## src/rtl/data_mem_arbiter.sv

```systemverilog
// Round-robin arbiter sharing one 2-read/1-write data memory between the core
// load/store path (A) and the debug/loader port (B).
module data_mem_arbiter #(
    parameter int AW = 6,
    parameter int DW = 8
) (
    input  logic          clk,
    input  logic          rst,

    input  logic          a_req,
    input  logic          a_we,
    input  logic [AW-1:0] a_raddr1,
    input  logic [AW-1:0] a_raddr2,
    input  logic [AW-1:0] a_waddr,
    input  logic [DW-1:0] a_wdata,
    output logic          a_gnt,
    output logic          a_rvalid,

    input  logic          b_req,
    input  logic          b_we,
    input  logic [AW-1:0] b_raddr1,
    input  logic [AW-1:0] b_raddr2,
    input  logic [AW-1:0] b_waddr,
    input  logic [DW-1:0] b_wdata,
    output logic          b_gnt,
    output logic          b_rvalid,

    output logic [DW-1:0] rdata1,
    output logic [DW-1:0] rdata2,
    output logic          busy,

    output logic          mem_enable,
    output logic          mem_rwn,
    output logic [AW-1:0] mem_raddr1,
    output logic [AW-1:0] mem_raddr2,
    output logic [AW-1:0] mem_waddr,
    output logic [DW-1:0] mem_wdata,
    input  logic [DW-1:0] mem_rdata1,
    input  logic [DW-1:0] mem_rdata2
);

    typedef enum logic [1:0] {
        IDLE  = 2'd0,
        ISSUE = 2'd1,
        RESP  = 2'd2
    } state_t;

    state_t        state_q;
    logic          last_q;      // 0: A was granted last, 1: B was granted last
    logic          owner_q;     // requester that owns the in-flight command
    logic          cmd_we_q;
    logic [AW-1:0] cmd_raddr1_q;
    logic [AW-1:0] cmd_raddr2_q;
    logic [AW-1:0] cmd_waddr_q;
    logic [DW-1:0] cmd_wdata_q;
    logic          mem_enable_q;
    logic          mem_rwn_q;
    logic          busy_q;
    logic          a_gnt_q;
    logic          b_gnt_q;
    logic          a_rvalid_q;
    logic          b_rvalid_q;

    logic          req_any_d;
    logic          win_b_d;
    logic          win_we_d;
    logic [AW-1:0] win_raddr1_d;
    logic [AW-1:0] win_raddr2_d;
    logic [AW-1:0] win_waddr_d;
    logic [DW-1:0] win_wdata_d;

    // B wins when it is the only requester, or on a tie when A was granted last.
    always_comb begin
        req_any_d    = a_req | b_req;
        win_b_d      = b_req & (~a_req | ~last_q);
        win_we_d     = a_we;
        win_raddr1_d = a_raddr1;
        win_raddr2_d = a_raddr2;
        win_waddr_d  = a_waddr;
        win_wdata_d  = a_wdata;
        if (win_b_d) begin
            win_we_d     = b_we;
            win_raddr1_d = b_raddr1;
            win_raddr2_d = b_raddr2;
            win_waddr_d  = b_waddr;
            win_wdata_d  = b_wdata;
        end
    end

    always_ff @(posedge clk or negedge rst) begin
        if (!rst) begin
            state_q      <= IDLE;
            last_q       <= 1'b1;
            owner_q      <= 1'b0;
            cmd_we_q     <= 1'b0;
            cmd_raddr1_q <= '0;
            cmd_raddr2_q <= '0;
            cmd_waddr_q  <= '0;
            cmd_wdata_q  <= '0;
            mem_enable_q <= 1'b0;
            mem_rwn_q    <= 1'b0;
            busy_q       <= 1'b0;
            a_gnt_q      <= 1'b0;
            b_gnt_q      <= 1'b0;
            a_rvalid_q   <= 1'b0;
            b_rvalid_q   <= 1'b0;
        end else begin
            a_gnt_q    <= 1'b0;
            b_gnt_q    <= 1'b0;
            a_rvalid_q <= 1'b0;
            b_rvalid_q <= 1'b0;
            case (state_q)
                IDLE: begin
                    if (req_any_d) begin
                        state_q      <= ISSUE;
                        last_q       <= win_b_d;
                        owner_q      <= win_b_d;
                        cmd_we_q     <= win_we_d;
                        cmd_raddr1_q <= win_raddr1_d;
                        cmd_raddr2_q <= win_raddr2_d;
                        cmd_waddr_q  <= win_waddr_d;
                        cmd_wdata_q  <= win_wdata_d;
                        mem_enable_q <= 1'b1;
                        mem_rwn_q    <= ~win_we_d;
                        busy_q       <= 1'b1;
                        a_gnt_q      <= ~win_b_d;
                        b_gnt_q      <= win_b_d;
                    end
                end
                ISSUE: begin
                    // The memory samples its controls at this edge; drop enable
                    // so exactly one operation is performed per grant.
                    mem_enable_q <= 1'b0;
                    if (cmd_we_q) begin
                        state_q <= IDLE;
                        busy_q  <= 1'b0;
                    end else begin
                        state_q    <= RESP;
                        a_rvalid_q <= ~owner_q;
                        b_rvalid_q <= owner_q;
                    end
                end
                RESP: begin
                    state_q <= IDLE;
                    busy_q  <= 1'b0;
                end
                default: begin
                    state_q      <= IDLE;
                    mem_enable_q <= 1'b0;
                    busy_q       <= 1'b0;
                end
            endcase
        end
    end

    assign a_gnt      = a_gnt_q;
    assign b_gnt      = b_gnt_q;
    assign a_rvalid   = a_rvalid_q;
    assign b_rvalid   = b_rvalid_q;
    assign busy       = busy_q;
    assign mem_enable = mem_enable_q;
    assign mem_rwn    = mem_rwn_q;
    assign mem_raddr1 = cmd_raddr1_q;
    assign mem_raddr2 = cmd_raddr2_q;
    assign mem_waddr  = cmd_waddr_q;
    assign mem_wdata  = cmd_wdata_q;

    // Read data is a pass-through of the registered memory outputs; it is only
    // meaningful while one of the rvalid strobes is high.
    assign rdata1 = mem_rdata1;
    assign rdata2 = mem_rdata2;

endmodule

```

## config.mk

```make
export PLATFORM = sky130hd
export DESIGN_NAME = data_mem_arbiter
export DESIGN_NICKNAME = d
export VERILOG_FILES = /design/src/rtl/data_mem_arbiter.sv
export SDC_FILE = /design/constraint.sdc
export NUM_CORES = 1
export LEC_CHECK = 0
export CORE_MARGIN = 3
export CORE_UTILIZATION = 37
export CTS_BUF_LIST = sky130_fd_sc_hd__clkbuf_8 sky130_fd_sc_hd__clkbuf_16
export CTS_CLUSTER_SIZE = 30
export DETAILED_ROUTE_END_ITERATION = 16
export GPL_TIMING_DRIVEN = 0
export PLACE_DENSITY_LB_ADDON = 0.12
export SLEW_MARGIN = 30
export SYNTH_ARGS = -nofsm -noshare
export SYNTH_HDL_FRONTEND = slang
export SYNTH_SLANG_ARGS = --single-unit
```

## constraint.sdc

```tcl
create_clock -name clk -period 3.3 [get_ports clk]
set_input_delay 0.66 -clock clk [delete_from_list [all_inputs] [get_ports clk]]
set_output_delay 0.66 -clock clk [all_outputs]
set_load 0.02 [all_outputs]
```

==> results.py, run 1 <==
metrics = {
    "outcome": {
        "status": "finished, final reports clean",
    },
    "die": {
        "dieWidth_um": 74.1,
        "dieArea_sq_mm": 0.00549,
        "die_y_um": 74.1,
        "rows": 24,
        "initial_core_util_pct": 38.9,
        "ios": 123,
        "core_area_sq_mm": 0.00441,
    },
    "routing": {
        "viasPerCell": 5.12,
        "routedWlPerCell_um": 16.6,
        "drt-pass1-iter-count": 4,
        "vias": 1547,
        "route.antenna.remaining_nets": 0,
        "drc_errors": 0,
        "wl_um": 5000,
        "first_iter_violations": 76,
    },
    "sta": {
        "slew_violations": 0,
        "setup_tns_ps": 0,
        "max_freq_mhz": 467,
        "fin_skew_ps": 7.42,
        "setup_viol": 0,
        "relSlewSlack_pct": 67.6,
        "layout_setup_ws_ps": 1160,
        "min_period_ps": 2140,
        "hold_violations": 0,
        "period_share_pct": 64.8,
        "rsz0062_at_grt": "no",
        "worst_pin_slew_ps": 487,
    },
    "pwr": {
        "p_sw_share_pct": 37.1,
        "power_density_mw_per_mm2": 833,
        "p_clk_share_pct": 12.9,
        "cell_internal_pwr_uw": 1550,
        "comb_power_share_pct": 53.8,
        "ir_worst_vdd_mv": 0.463,
        "leakagePower_uw": 0.00136,
        "p_sw_uw": 912,
        "pwr-share-seq_pct": 33.2,
    },
    "grt": {
        "gr-total-overflow": 0,
        "grtUsageTotal_pct": 18.5,
        "antenna_found_initial": 0,
        "grt_pass1_vias": 1648,
        "grt_pass1_wl_um": 7860,
        "grt_start_max_net_pins": 21,
    },
    "critical_path": {
        "worstPathRequired_ps": 3520,
        "critPathArrivalTime_ps": 2360,
        "crit_chain": "clkdlybuf4s50_1 -> nor3b_2 -> clkbuf_1 -> and3_1 -> a221o_1",
        "critPathBufInv": 2,
        "path_class": "in -> reg",
        "crit_family": "buffers and inverters",
        "crit_slowest_cell": "clkdlybuf4s50_1",
        "crit_fanout": 10,
        "startpoint_type": "input port",
        "worstSetupEndpointType": "flop",
        "slowest_delay_ps": 560,
    },
    "layout": {
        "drive_above_1_share_pct": 15.6,
        "n_fill_cell": 367,
        "multi_input_area_sq_um": 576,
        "seq_area_sq_um": 952,
        "final_nets": 323,
        "antennaDiodeCount": 0,
        "syn_to_final_growth_pct": 72.2,
    },
    "place": {
        "dp_hpwl_um": 3850,
        "routabilityCongestion": 0.695,
        "portBuffers": 106,
        "place_ws_ps": 868,
    },
    "clock_network": {
        "tritoncts": "yes",
        "cts_sinks": 38,
        "cts_buffers": 5,
        "post_cts_buffers": 0,
        "cts_buffer_depth": 2,
        "htreeDepth": 2,
        "clkTransAtPathRegs_ps": 70,
        "cts-root-buf": "clkbuf_8",
        "clock_latency_ps": 280,
        "cts_resized": 0,
        "cts_hold_buf": 0,
    },
    "yosys": {
        "synth_nets": 209,
        "synth_cells": 135,
        "ys_types": 23,
        "syn_area_per_cell_sq_um": 12.7,
        "seq_area_frac_synth_pct": 55.5,
        "synth_area_sq_mm": 0.00172,
        "ys_warn_count": 0,
        "ys_seq_elements": 38,
    },
    "worst_hold_path": {
        "hold_path.class": "in -> async",
    },
    "run": {
        "maxCapViolCount": 0,
    },
}
[worst paths after layout]
path	from	slack, ps	endpoint	cells after the start
min	rst	320	mem_raddr1[0]$_DFFE_PN0P_	1
max in group asynchronous	rst	2520	mem_raddr2[0]$_DFFE_PN0P_	2
min in group clk	owner_q$_DFFE_PN0P_	470	a_rvalid$_DFF_PN0_	1
min reg2reg	owner_q$_DFFE_PN0P_	470	a_rvalid$_DFF_PN0_	1
max	a_req	1160	mem_raddr2[2]$_DFFE_PN0P_	5
max reg2reg	state_q[1]$_DFFE_PN0P_	1700	mem_raddr2[2]$_DFFE_PN0P_	4
[registers in the layout (all words and copies together), names as in the netlist]
register / flops
a_gnt: 1
mem_wdata: 8
mem_rwn: 1
mem_enable: 1
mem_raddr1: 6
cmd_we_q: 1
owner_q: 1
mem_raddr2: 6
b_rvalid: 1
state_q: 2
b_gnt: 1
mem_waddr: 6
last_q: 1
busy: 1
a_rvalid: 1
[cells in the mapped netlist (all sizes together)]
| library cell | count | area, sq um |
|---|---|---|
| nor3b | 2 | 20.0 |
| mux2i | 2 | 20.0 |
| clkbuf | 6 | 22.5 |
| nor2b | 1 | 6.26 |
| mux2 | 5 | 56.3 |
| nand2b | 1 | 6.26 |
| buf | 19 | 154 |
| a21boi | 1 | 11.3 |
| and2 | 2 | 15.0 |
| dfstp | 1 | 26.3 |
| a221o | 24 | 240 |
| o21ai | 2 | 13.8 |
| nor2 | 1 | 6.26 |
| dfrtp | 37 | 926 |
| and3 | 25 | 156 |
| a21o | 2 | 15.0 |
| o22a | 1 | 8.76 |
| inv | 3 | 11.3 |
[metal layers]
metal | global-route usage (%) | share of wire [%] | vias to the layer above
li1 | - | - | 724
met1 | 23.7 | 41 | 737
met2 | 31.4 | 50 | 75
met3 | 4.05 | 7.9 | 11
met4 | 5.63 | 1.9 | 0
met5 | 0 | 0 | -
[cells in the final DEF, fill, tap and decap left out, types with 2 or more instances in the layout]
cell type and count:
mux2_2 5, mux2i_1 2, buf_6 3, and3_1 25, clkbuf_8 6, clkbuf_1 6
inv_1 4, a221o_1 24, dfrtp_1 37, buf_4 16, a21o_1 2, clkdlybuf4s50_1 105
[cell type report]
cell class / count / area share (%)
Buffer: 25 / 5.97
Clock buffer: 6 / 2.80
Clock inverter: 2 / 0.254
Inverter: 3 / 0.381
Multi-Input combinational cell: 69 / 19.5
Sequential cell: 38 / 32.2
Tap cell: 52 / 2.20
Timing Repair Buffer: 107 / 36.7
[logic make-up (layout without fill, tap and decap cells)]
| group | Yosys count | in the layout | share of synthesized area (%) |
|---|---|---|---|
| AOI/OAI and AO/OA | 30 | 30 | 16.8 |
| and+or+nand+nor | 32 | 32 | 12.3 |
| DFF | 38 | 38 | 55.5 |
| buffers and inverters | 28 | 143 | 10.9 |
| muxes | 7 | 7 | 4.45 |
[worst register-to-register path, stage by stage (launching register included)]
cell      delay, ps
dfrtp_1         410
nor3b_2         390
clkbuf_1        390
and3_1          230
a221o_1         120
[power groups by stage]
stage / logic (uW) / registers (uW) / clock network (uW)
global placement: 1310 / 820 / 0
finish: 1330 / 818 / 318
global route: 1420 / 845 / 337
CTS: 1340 / 819 / 324
floorplan: 490 / 1050 / 0
detailed placement: 1340 / 822 / 0
[per-stage QoR]
stage               power, uW  cell area, sq um  instances  hold slack [ps]  util [%]
floorplan                1540              1720        135              364         -
global placement         2130              2840        293              427      64.4
detailed placement       2160              2860        294              459      64.9
CTS                      2490              2950        302              330      66.9
global route             2610              2950        302              357      66.9
finish                   2460              2950        302              322      66.9
(Power assumes the default switching activity.)
==> run 2: changes to the inputs <==
CORE_UTILIZATION = 34   (was 37)
clock period = 2.2 ns   (was 3.3 ns; I/O delays follow)
==> run 2 against run 1 <==
  * Clock skew is 1.2 ps lower
  * Cell area is 2.4% higher
  * Critical path depth did not move
  * Global-route usage is 1.7 points lower
  * Largest power group unchanged
  * Power grew 59%
  * Sequential share of layout area down 0.76 points
  * Critical path type unchanged
  * Sequential power increased by 49%
  * Critical endpoint is now mem_wdata[6]$_DFFE_PN0P_
  * Sequential cell count unchanged
  * Non-clock buffer count stayed put
  * Via count down 1.0%
==> results.py, run 2 (synthesis results as in run 1) <==
metrics = {
    "grt": {
        "grt_start_max_net_pins": 21,
        "gr-total-overflow": 0,
        "grt_pass1_wl_um": 7970,
        "grt_pass1_vias": 1643,
        "grtUsageTotal_pct": 16.8,
        "antenna_found_initial": 0,
    },
    "sta": {
        "setup_viol": 0,
        "slew_violations": 0,
        "period_share_pct": 84.1,
        "max_freq_mhz": 540,
        "worst_pin_slew_ps": 505,
        "relSlewSlack_pct": 66.3,
        "min_period_ps": 1850,
        "fin_skew_ps": 6.23,
        "hold_violations": 0,
        "layout_setup_ws_ps": 349,
        "rsz0062_at_grt": "no",
    },
    "critical_path": {
        "critPathBufInv": 2,
        "slowest_delay_ps": 540,
        "cp.depth": 5,
        "crit_fanout": 10,
        "critPathArrivalTime_ps": 2070,
        "worstSetupEndpointType": "flop",
        "ff2ff_path_depth": 4,
        "r2r_end": "mem_raddr2[2]$_DFFE_PN0P_",
        "crit_chain": "clkdlybuf4s50_1 -> nor3b_2 -> clkbuf_1 -> and3_1 -> a221o_1",
        "ff2ff_setup_slack_ps": 600,
        "worstPathRequired_ps": 2420,
        "reg2reg_from": "state_q[1]$_DFFE_PN0P_",
        "crit_start": "a_req",
        "crit_family": "buffers and inverters",
        "crit_end": "mem_wdata[6]$_DFFE_PN0P_",
        "startpoint_type": "input port",
        "path_class": "in -> reg",
        "crit_slowest_cell": "clkdlybuf4s50_1",
    },
    "die": {
        "dieWidth_um": 77.0,
        "core_area_sq_mm": 0.00479,
        "initial_core_util_pct": 35.8,
        "rows": 25,
        "dieArea_sq_mm": 0.00593,
        "die_y_um": 77.0,
        "ios": 123,
    },
    "place": {
        "portBuffers": 106,
        "dp_hpwl_um": 3640,
        "routabilityCongestion": 0.674,
        "place_ws_ps": 30.1,
    },
    "routing": {
        "vias": 1531,
        "wl_um": 4820,
        "route.antenna.remaining_nets": 0,
        "routedWlPerCell_um": 15.2,
        "first_iter_violations": 39,
        "viasPerCell": 4.83,
        "drc_errors": 0,
        "drt-pass1-iter-count": 4,
    },
    "clock_network": {
        "cts_resized": 0,
        "tritoncts": "yes",
        "htreeDepth": 2,
        "clkTransAtPathRegs_ps": 70,
        "cts_hold_buf": 0,
        "cts_buffers": 5,
        "cts_buffer_depth": 2,
        "post_cts_buffers": 0,
        "cts-root-buf": "clkbuf_8",
        "clock_latency_ps": 280,
        "cts_sinks": 38,
    },
    "worst_hold_path": {
        "hold_path.class": "in -> async",
    },
    "layout": {
        "syn_to_final_growth_pct": 76.4,
        "n_fill_cell": 404,
        "drive_above_1_share_pct": 16.4,
        "final_nets": 323,
        "layout_commonest_cell": "clkdlybuf4s50_1",
        "antennaDiodeCount": 0,
        "final_cell_mix": "clkdlybuf4s50_1, dfrtp_1, and3_1",
        "largest_reg_flops": 8,
    },
    "pwr": {
        "leakagePower_uw": 0.00138,
        "p_total_uw": 3930,
        "ir_worst_vdd_mv": 0.680,
        "power_density_mw_per_mm2": 1300,
    },
    "run": {
        "maxCapViolCount": 0,
    },
    "outcome": {
        "status": "finished, final reports clean",
    },
}
run 2: cell count changes in the layout (fill, tap and decap cells not counted), sizes merged:
cell | before | now
bufinv | 0 | 2
inv | 5 | 3
run 2: per-layer routing:
| layer | wire length, um | GRT usage, % |
|---|---|---|
| met5 | 0 | 0 |
| met4 | 14 | 3.74 |
| met3 | 341 | 5.16 |
| met2 | 2260 | 27.1 |
| met1 | 2200 | 22.2 |
run 2: per-stage QoR:
step	cells	utilization, %	area (sq um)	hold WS (ps)	TNS [ps]
floorplan	135	-	1720	144	0
global placement	308	59.8	2860	442	-8520
detailed placement	309	60.2	2880	434	0
CTS	317	63.2	3030	116	0
global route	317	63.2	3030	128	0
finish	317	63.2	3030	111	0
run 2: report_power, final:
group	total (uW)	internal, uW	switching (uW)	leakage [uW]
sequential	1220	1040	182	0.000467
combinational	1980	1040	949	0.000840
clock	717	483	234	0.0000714
total	3930	2560	1360	0.00138
run 2: how the worst min path moves through the flow:
stage / end / depth (start not counted)
after floorplan: a_gnt$_DFF_PN0_ / 0
after global placement: a_rvalid$_DFF_PN0_ / 1
after detailed placement: mem_wdata[7]$_DFFE_PN0P_ / 1
after CTS: mem_waddr[5]$_DFFE_PN0P_ / 1
after global routing: a_gnt$_DFF_PN0_ / 1
final: mem_wdata[7]$_DFFE_PN0P_ / 1
run 2: cell type report:
| class | instances | area [sq um] | area share [%] |
|---|---|---|---|
| repair buffers | 107 | 1080 | 35.8 |
| inverters | 3 | 11.3 | 0.372 |
| plain buffers | 25 | 176 | 5.83 |
| multi-input cells | 69 | 576 | 19.0 |
| well taps | 67 | 83.8 | 2.77 |
| clock inverters | 2 | 60.1 | 1.99 |
| flip-flops and latches | 38 | 952 | 31.5 |
| clock buffers | 6 | 82.6 | 2.73 |
